### config.mk
export PLATFORM = sky130hd
export DESIGN_NAME = beep_sched
export DESIGN_NICKNAME = d
export VERILOG_FILES = /design/src/rtl/beep_sched.sv
export SDC_FILE = /design/constraint.sdc
export NUM_CORES = 1
export LEC_CHECK = 0
export BUFFER_PORTS_ARGS = -buffer_cell sky130_fd_sc_hd__buf_2
export CAP_MARGIN = 20
export CORE_ASPECT_RATIO = 0.8
export CORE_UTILIZATION = 55
export DETAILED_ROUTE_END_ITERATION = 10
export GPL_ROUTABILITY_DRIVEN = 0
export PLACE_DENSITY = 0.72
export SYNTH_ARGS = -nofsm -noshare
export SYNTH_HDL_FRONTEND = slang
export SYNTH_SLANG_ARGS = --single-unit
### constraint.sdc
create_clock -name clk -period 4.35 [get_ports clk]
set_input_delay 0.2175 -clock clk [delete_from_list [all_inputs] [get_ports clk]]
set_output_delay 0.2175 -clock clk [all_outputs]
set_load 0.005 [all_outputs]
### src/rtl/beep_sched.sv
// Buzzer arbiter: alert > click > background music, with internally generated
// click/alert tones and a forced silent gap on every hand-over.
module beep_sched #(
   parameter int CLK_PRE     = 50_000_000,
   parameter int CLICK_DIV   = 25_000,
   parameter int CLICK_TIME  = 2_500_000,
   parameter int ALERT_DIV   = 50_000,
   parameter int ALERT_ON    = 10_000_000,
   parameter int ALERT_OFF   = 5_000_000,
   parameter int ALERT_BEEPS = 3,
   parameter int GAP_TIME    = 500_000,
   parameter int DUTY_SHIFT  = 5
) (
   input  logic       clk,
   input  logic       rst_n,
   input  logic       click_req,
   input  logic       alert_req,
   input  logic       bgm_req,
   input  logic       bgm_pwm,
   output logic       bgm_flag,
   output logic       pwm,
   output logic [1:0] grant,
   output logic       busy
);

   function automatic int max2(input int a, input int b);
      return (a > b) ? a : b;
   endfunction

   localparam int DUR_MAX = max2(max2(CLICK_TIME, ALERT_ON), max2(ALERT_OFF, GAP_TIME));
   localparam int DW      = $clog2(DUR_MAX + 1);
   localparam int TW      = $clog2(max2(CLICK_DIV, ALERT_DIV) + 1);

   localparam logic [TW-1:0] CLICK_LAST = TW'(CLICK_DIV - 1);
   localparam logic [TW-1:0] ALERT_LAST = TW'(ALERT_DIV - 1);
   localparam logic [TW-1:0] CLICK_LOW  = TW'(CLICK_DIV >> DUTY_SHIFT);
   localparam logic [TW-1:0] ALERT_LOW  = TW'(ALERT_DIV >> DUTY_SHIFT);
   localparam logic [DW-1:0] CLICK_END  = DW'(CLICK_TIME - 1);
   localparam logic [DW-1:0] ON_END     = DW'(ALERT_ON - 1);
   localparam logic [DW-1:0] OFF_END    = DW'(ALERT_OFF - 1);
   localparam logic [DW-1:0] GAP_END    = DW'(GAP_TIME - 1);
   localparam logic [3:0]    BEEP_END   = 4'(ALERT_BEEPS - 1);

   if (CLK_PRE < 1 || ALERT_BEEPS < 1 || ALERT_BEEPS > 15) begin : g_param_err
      $error("beep_sched: illegal parameter value");
   end

   typedef enum logic [2:0] {
      S_IDLE,
      S_CLICK,
      S_ALERT,
      S_BGM,
      S_GAP
   } state_e;

   state_e          state_q, state_d;
   state_e          pick;
   logic            click_pend_q, click_pend_d;
   logic            alert_pend_q, alert_pend_d;
   logic [DW-1:0]   dcnt_q, dcnt_d;
   logic [TW-1:0]   tcnt_q, tcnt_d;
   logic [3:0]      bcnt_q, bcnt_d;
   logic            on_q, on_d;
   logic            pwm_q, pwm_d;
   logic            bgm_flag_q, bgm_flag_d;
   logic [1:0]      grant_q, grant_d;
   logic            busy_q, busy_d;
   logic            entry;

   // Next state; IDLE and the end of GAP share the same priority pick.
   always_comb begin
      pick = S_IDLE;
      if (alert_pend_q)      pick = S_ALERT;
      else if (click_pend_q) pick = S_CLICK;
      else if (bgm_req)      pick = S_BGM;

      state_d = state_q;
      case (state_q)
         S_IDLE:  state_d = pick;
         S_CLICK: if (dcnt_q == CLICK_END) state_d = S_GAP;
         S_ALERT: if (!on_q && dcnt_q == OFF_END && bcnt_q == BEEP_END) state_d = S_GAP;
         S_BGM: begin
            if (click_pend_q || alert_pend_q) state_d = S_GAP;
            else if (!bgm_req)                state_d = S_IDLE;
         end
         S_GAP:   if (dcnt_q == GAP_END) state_d = pick;
         default: state_d = S_IDLE;
      endcase
   end

   // Duration, tone and beep counters; every state entry restarts them.
   always_comb begin
      entry  = (state_d != state_q);
      dcnt_d = dcnt_q;
      tcnt_d = tcnt_q;
      bcnt_d = bcnt_q;
      on_d   = on_q;
      if (entry) begin
         dcnt_d = '0;
         tcnt_d = '0;
         bcnt_d = '0;
         on_d   = 1'b1;
      end else begin
         case (state_q)
            S_CLICK: begin
               dcnt_d = dcnt_q + 1'b1;
               tcnt_d = (tcnt_q == CLICK_LAST) ? '0 : tcnt_q + 1'b1;
            end
            S_ALERT: begin
               if (on_q) begin
                  if (dcnt_q == ON_END) begin
                     on_d   = 1'b0;
                     dcnt_d = '0;
                  end else begin
                     dcnt_d = dcnt_q + 1'b1;
                     tcnt_d = (tcnt_q == ALERT_LAST) ? '0 : tcnt_q + 1'b1;
                  end
               end else if (dcnt_q == OFF_END) begin
                  bcnt_d = bcnt_q + 1'b1;
                  on_d   = 1'b1;
                  dcnt_d = '0;
                  tcnt_d = '0;
               end else begin
                  dcnt_d = dcnt_q + 1'b1;
               end
            end
            S_GAP:   dcnt_d = dcnt_q + 1'b1;
            default: ;
         endcase
      end
   end

   // A request landing on the entry cycle of its own state is dropped.
   always_comb begin
      click_pend_d = click_pend_q | (click_req && state_q != S_CLICK);
      alert_pend_d = alert_pend_q | (alert_req && state_q != S_ALERT);
      if (state_d == S_CLICK && state_q != S_CLICK) click_pend_d = 1'b0;
      if (state_d == S_ALERT && state_q != S_ALERT) alert_pend_d = 1'b0;
   end

   always_comb begin
      pwm_d = 1'b1;
      case (state_q)
         S_CLICK: pwm_d = !(tcnt_q < CLICK_LOW);
         S_ALERT: pwm_d = !(on_q && tcnt_q < ALERT_LOW);
         S_BGM:   pwm_d = bgm_pwm;
         default: pwm_d = 1'b1;
      endcase
      case (state_d)
         S_CLICK: grant_d = 2'd1;
         S_ALERT: grant_d = 2'd2;
         S_BGM:   grant_d = 2'd3;
         default: grant_d = 2'd0;
      endcase
      busy_d     = (state_d != S_IDLE);
      bgm_flag_d = (state_d == S_BGM);
   end

   always_ff @(posedge clk or negedge rst_n) begin
      if (!rst_n) begin
         state_q      <= S_IDLE;
         click_pend_q <= 1'b0;
         alert_pend_q <= 1'b0;
         dcnt_q       <= '0;
         tcnt_q       <= '0;
         bcnt_q       <= '0;
         on_q         <= 1'b0;
         pwm_q        <= 1'b1;
         bgm_flag_q   <= 1'b0;
         grant_q      <= 2'd0;
         busy_q       <= 1'b0;
      end else begin
         state_q      <= state_d;
         click_pend_q <= click_pend_d;
         alert_pend_q <= alert_pend_d;
         dcnt_q       <= dcnt_d;
         tcnt_q       <= tcnt_d;
         bcnt_q       <= bcnt_d;
         on_q         <= on_d;
         pwm_q        <= pwm_d;
         bgm_flag_q   <= bgm_flag_d;
         grant_q      <= grant_d;
         busy_q       <= busy_d;
      end
   end

   assign pwm      = pwm_q;
   assign bgm_flag = bgm_flag_q;
   assign grant    = grant_q;
   assign busy     = busy_q;

endmodule

==> reports/results.ini, run 1 <==
[timing]
period_needed_ps=3273
setup_viol=0
final.setup.tns_ps=0
rsz0062_at_grt=no
slew_headroom_pct=33.70
fin_crit_sh_pct=75.25
drv_slew=0
hold_viol=0
hold_ws_ps=13.05
fin_skew_ps=8.434
worst_pin_slew_ps=989.1
fmax_mhz=305.5
worst_slack_ps=1077

[finish]
n_antenna_cell=0
area_growth_pct=2.246
fin_util_pct=58.15
layout-drive-gt1-share_pct=15.03
design_area_um2=3988
nets=449
stdcell_count=526

[critical_path]
worstReg2RegEnd=tcnt_q[13]
max_stage_delay_ps=810
cp_slowest_cell=nor3_2
cp-start-kind=flip-flop
critical_path_class=flip-flop to flip-flop
arrival_ps=3510
crit_path_cell_trace=or4_4 -> or4_1 -> o21a_1 -> nor3_2 -> nand3b_1 -> a211oi_2
crit_path_max_fanout=15
reg2reg_slack_ps=1080
end_kind=flip-flop
cp_data_required_time_ps=4590
r2r.worst_path.cells=6
r2r-start=dcnt_q[6]

[die]
core_um2=6858
rows=27
start_util_pct=56.87
fp.dieW_um=96.15
floorplan.die.height_um=77.32
ios=11
die_area_um2=7433

[drt]
first_pass_iters=5
avgRoutedWirePerCell_um=17.47
drc=0
antenna_left=0
drt-initial-drc-count=266
viasPerCell=6.574
totalWireLength_mm=9.189
vias=3458

[power]
p_switching_uw=895.1
pwr-share-seq_pct=34.7
finalPower_mw=1.793
p_sw_share_pct=49.92
p_comb_share_pct=49.0
p_leak_nw=1.382
power.internal_uw=897.9
clkPwrFrac_pct=16.3
peakVddDrop_uv=360.4
power_density_nw_per_um2=449.7

[grt]
grt_use_total_pct=27.18
grt_pass1_vias=3155
grt_max_degree=56
grt_pass1_wl_mm=15.99
antenna_found_initial=0
overflow=0

[logic_synthesis]
syn_avg_cell_area_um2=8.628
async_reset_ff_share_pct=100.0
synth_cell_type_count=68
synthFlopType=dfrtp_1
ys_seq_area_share_pct=35.32
synthesis.area_um2=3900
synth-edff-count=0
synth_fp_nets=463
yosysWarningCount=0
synthCells=452
synth-seq-cells=55

[clock_tree]
cts.repair.resized=0
tritoncts=built
clockBufferDepth=2
cts-buffers-inserted=5
postCtsSetupBuffers=0
clkSinkCount=55
htreeDepth=2
cts.reportedPaths.clkPinSlew_ps=110
cts-root-buf=clkbuf_8
cts_hold_buf=0
clock_latency_ps=310

[placement]
port_buffers=10
placed_area_um2=3899
hpwlAfterDp_mm=6.266
place_ws_ps=1120
place_inst=518

[run]
drv_cap=0

[min_path]
hp-class=input pin to async pin

[outcome]
status=finished, final reports clean

==> cell usage after synthesis, drive strengths merged, types with 4 or more instances <==
cell,count,area share [%]
nor2b,6,0.96
and2,7,1.1
nor4,19,4.5
nor3b,4,0.77
nand2,50,4.8
inv,11,1.1
nand3,17,2.2
or2,6,0.96
or4,7,1.5
clkbuf,23,2.2
ha,5,1.6
nand4,12,1.9
buf,12,3.3
a31oi,9,1.4
nor3,22,4.2
nand3b,11,2.1
nor4bb,4,1.0
and3,7,1.1
o21ai,25,3.2
a41oi,4,0.90
nor2,28,2.7
or3,6,0.96
a211oi,22,5.3
a21oi,34,4.4
xor2,4,0.90
dfrtp,54,35
==> flip-flops by register name, indices dropped and copies added (netlist names) <==
name and cells:
dcnt_q 24, tcnt_q 16, bcnt_q 4, state_q 3
grant 2, alert_pend_q 1, bgm_flag 1, busy 1
click_pend_q 1, on_q 1, pwm 1
==> cell type report <==
cell class | count | area (um2)
tap | 87 | 108.9
clock buffer | 5 | 68.82
fill | 622 | 2870
clock inverter | 3 | 20.02
inverter | 12 | 45.04
sequential | 55 | 1378
timing repair buffer | 14 | 92.59
multi-input combinational | 350 | 2275
==> worst max path at each step <==
stage / from / endpoint / slack, ps / depth (start not counted)
4_1_cts: dcnt_q[20] / tcnt_q[13] / 1130 / 6
3_3_place_gp: dcnt_q[5] / dcnt_q[5] / 1200 / 7
6_report: dcnt_q[6] / tcnt_q[13] / 1080 / 6
2_1_floorplan: dcnt_q[6] / dcnt_q[9] / 1490 / 10
3_5_place_dp: dcnt_q[20] / tcnt_q[14] / 1120 / 6
5_1_grt: dcnt_q[6] / dcnt_q[8] / 900 / 7
==> power by group through the flow <==
| stage | sequential [mW] | combinational, mW | clock [mW] |
|---|---|---|---|
| 2_1_floorplan | 0.596 | 0.800 | 0 |
| 4_1_cts | 0.620 | 0.878 | 0.298 |
| 3_3_place_gp | 0.629 | 0.863 | 0 |
| 3_5_place_dp | 0.629 | 0.874 | 0 |
| 6_report | 0.622 | 0.879 | 0.292 |
| 5_1_grt | 0.633 | 0.958 | 0.317 |
==> per-layer routing <==
layer  vias up  GRT usage (%)  wire length, um
met3         7          3.671              512
li1       1668              -                -
met2       108          39.01             3991
met5         -              0                0
met4         0          5.373               53
met1      1675          42.89             4631
==> placed cells by master (no fill, tap or decap), drive strengths merged, types with 9 or more instances in the layout <==
cell    count
o21ai      25
buf        14
nand4      12
a31oi       9
nand2      50
a21oi      34
a211oi     22
nor2       28
nor3       22
dfrtp      54
nand3      17
nor4       19
nand3b     11
inv        11
==> worst max-delay path: cells and delay by family (launching register included) <==
kind            cells  cell delay (ps)
compound gates      2              520
simple gates        4             2170
flops               1              490
==> kinds of logic (layout without fill, tap and decap cells) <==
logic type / Yosys count / in the layout / share of synthesized area (%)
AOI/OAI and AO/OA: 117 / 117 / 20.28
xor gates and xnor gates: 6 / 6 / 1.347
adders and majority gates: 5 / 5 / 1.604
buffers and inverters: 47 / 34 / 6.673
DFF: 55 / 55 / 35.32
muxes: 1 / 1 / 0.2887
and+or+nand+nor: 221 / 221 / 34.49
Power figures use the tool's default switching activity.
==> inputs of run 2 (changes only) <==
==> constraint.sdc (replaced) <==
create_clock -name clk -period 3.09 [get_ports clk]
set_input_delay 0.1545 -clock clk [delete_from_list [all_inputs] [get_ports clk]]
set_output_delay 0.1545 -clock clk [all_outputs]
set_load 0.005 [all_outputs]
==> run 2 against run 1 <==
Effect of this change:
- core utilization grew 2.6 points
- global-route usage rose by 1.0 points
- flip-flop and latch count did not move
- hold slack gained 110 ps
- combinational power rose by 60%
- non-clock buffer count up 20
- cell count rose by 3.8%
==> reports/results.ini, run 2 (synthesized netlist as in run 1, its figures left out) <==
[drt]
vias=3572
antenna_left=0
totalWireLength_mm=9.532
viasPerCell=6.542
first_pass_iters=5
avgRoutedWirePerCell_um=17.46
drt-initial-drc-count=335
drc=0

[timing]
final.setup.tns_ps=0
rsz0062_at_grt=no
hold_viol=0
worst_pin_slew_ps=635.6
slew_headroom_pct=57.62
fmax_mhz=336.0
setup_viol=0
fin_crit_sh_pct=96.32
hold_ws_ps=120.9
fin_skew_ps=22.20
drv_slew=0
period_needed_ps=2976

[clock_tree]
clkSinkCount=55
cts-buffers-inserted=5
clock_latency_ps=320
cts.reportedPaths.clkPinSlew_ps=120
cts-root-buf=clkbuf_8
tritoncts=built
clockBufferDepth=2
htreeDepth=2

[critical_path]
crit_path_max_fanout=33
cp_data_required_time_ps=3270
critical_path_class=flip-flop to flip-flop
path_buf_inv=1
cp_slowest_cell=or4b_2
crit_path_cell_trace=or4b_2 -> or4_1 -> or2_2 -> a2111oi_1 -> o31a_2 -> buf_12 -> nor4_1
arrival_ps=3160
cp-start-kind=flip-flop
max_stage_delay_ps=640
cpLargestDelayFamily=simple AND/OR/NAND/NOR gates
end_kind=flip-flop

[grt]
grt_pass1_vias=3321
grt_pass1_wl_mm=16.50
antenna_found_initial=0
overflow=0
grt_use_total_pct=28.22
grt_max_degree=34

[finish]
final_cell_mix=dfrtp_1, nand2_1, a21oi_1
multiInputGateArea_um2=2276
largest_reg_flops=24
top_regs=dcnt_q: 24 flops, tcnt_q: 16 flops, bcnt_q: 4 flops
area_growth_pct=6.801
nets=469
final_common_cell=dfrtp_1
seq_area_um2=1378
n_fill_cell=593
n_antenna_cell=0
layout-drive-gt1-share_pct=18.52
largest_register=dcnt_q

[die]
rows=27
fp.dieW_um=96.15
floorplan.die.height_um=77.32
core_um2=6858
start_util_pct=56.87
die_area_um2=7433
ios=11

[outcome]
status=finished, final reports clean

[power]
peakVddDrop_uv=430.4
power_density_nw_per_um2=645.6
p_leak_nw=1.490

[run]
drv_cap=0

[placement]
port_buffers=10
hpwlAfterDp_mm=6.693

[min_path]
hp-class=input pin to flip-flop

run 2: cell types whose count changed in the layout (fill, tap and decap cells not counted), sizes merged:
cell and delta:
clkinv -1, dlygate4sd3 +1, buf +19, inv +1
run 2: metrics by stage:
step / worst slack, ps / std cells / power [mW] / cell area [um2] / util, %
after floorplan: 231.8 / 452 / 1.965 / 3900 / -
after global placement: 196.8 / 536 / 2.203 / 4046 / 59.00
after detailed placement: 123.9 / 536 / 2.231 / 4046 / 59.00
after CTS: 106.5 / 545 / 2.650 / 4149 / 60.50
after global routing: 32.23 / 546 / 2.849 / 4165 / 60.74
final: 113.6 / 546 / 2.689 / 4165 / 60.74
run 2: repair_timing:
action / CTS / global route
buffers inserted: 0 / 0
hold endpoints to repair: 26 / 0
hold buffers: 1 / 0
gates resized for setup: 0 / 1
setup endpoints to repair: 0 / 11
run 2: worst paths after layout:
| check | slack, ps | end | cells past startpoint | from |
|---|---|---|---|---|
| min in group asynchronous | 370 | dcnt_q[18] | 2 | rst_n |
| max in group asynchronous | 1860 | pwm | 3 | rst_n |
| worst max register to register | 110 | dcnt_q[8] | 7 | dcnt_q[19] |
| worst min-delay path | 120 | click_pend_q | 3 | click_req |
| worst max-delay path | 110 | dcnt_q[8] | 7 | dcnt_q[19] |
| worst min register to register | 570 | bcnt_q[3] | 2 | bcnt_q[3] |
run 2: cell type report:
type,instances,share of cell area [%]
Timing Repair Buffer,34,6.368
Inverter,12,1.081
Multi-Input combinational cell,350,54.64
Clock buffer,5,1.652
Sequential cell,55,33.07
Tap cell,87,2.613
Clock inverter,3,0.5707
run 2: report_power, final:
part	switching, mW	internal [mW]	total [mW]
clock network	0.259	0.163	0.422
logic	0.975	0.430	1.41
registers	0.0706	0.791	0.862
total	1.30	1.38	2.69
run 2: worst min-delay path, delay by kind of cell:
family / cells / cell delay [ps]
compound gates: 2 / 160
buf+inv: 1 / 100
run 2: layer usage:
layer | wire length [um] | global-route usage [%] | vias to the layer above
li1 | - | - | 1706
met3 | 554 | 4.663 | 10
met4 | 83 | 5.224 | 0
met5 | 0 | 0 | -
met1 | 4720 | 44.80 | 1727
met2 | 4173 | 39.86 | 129
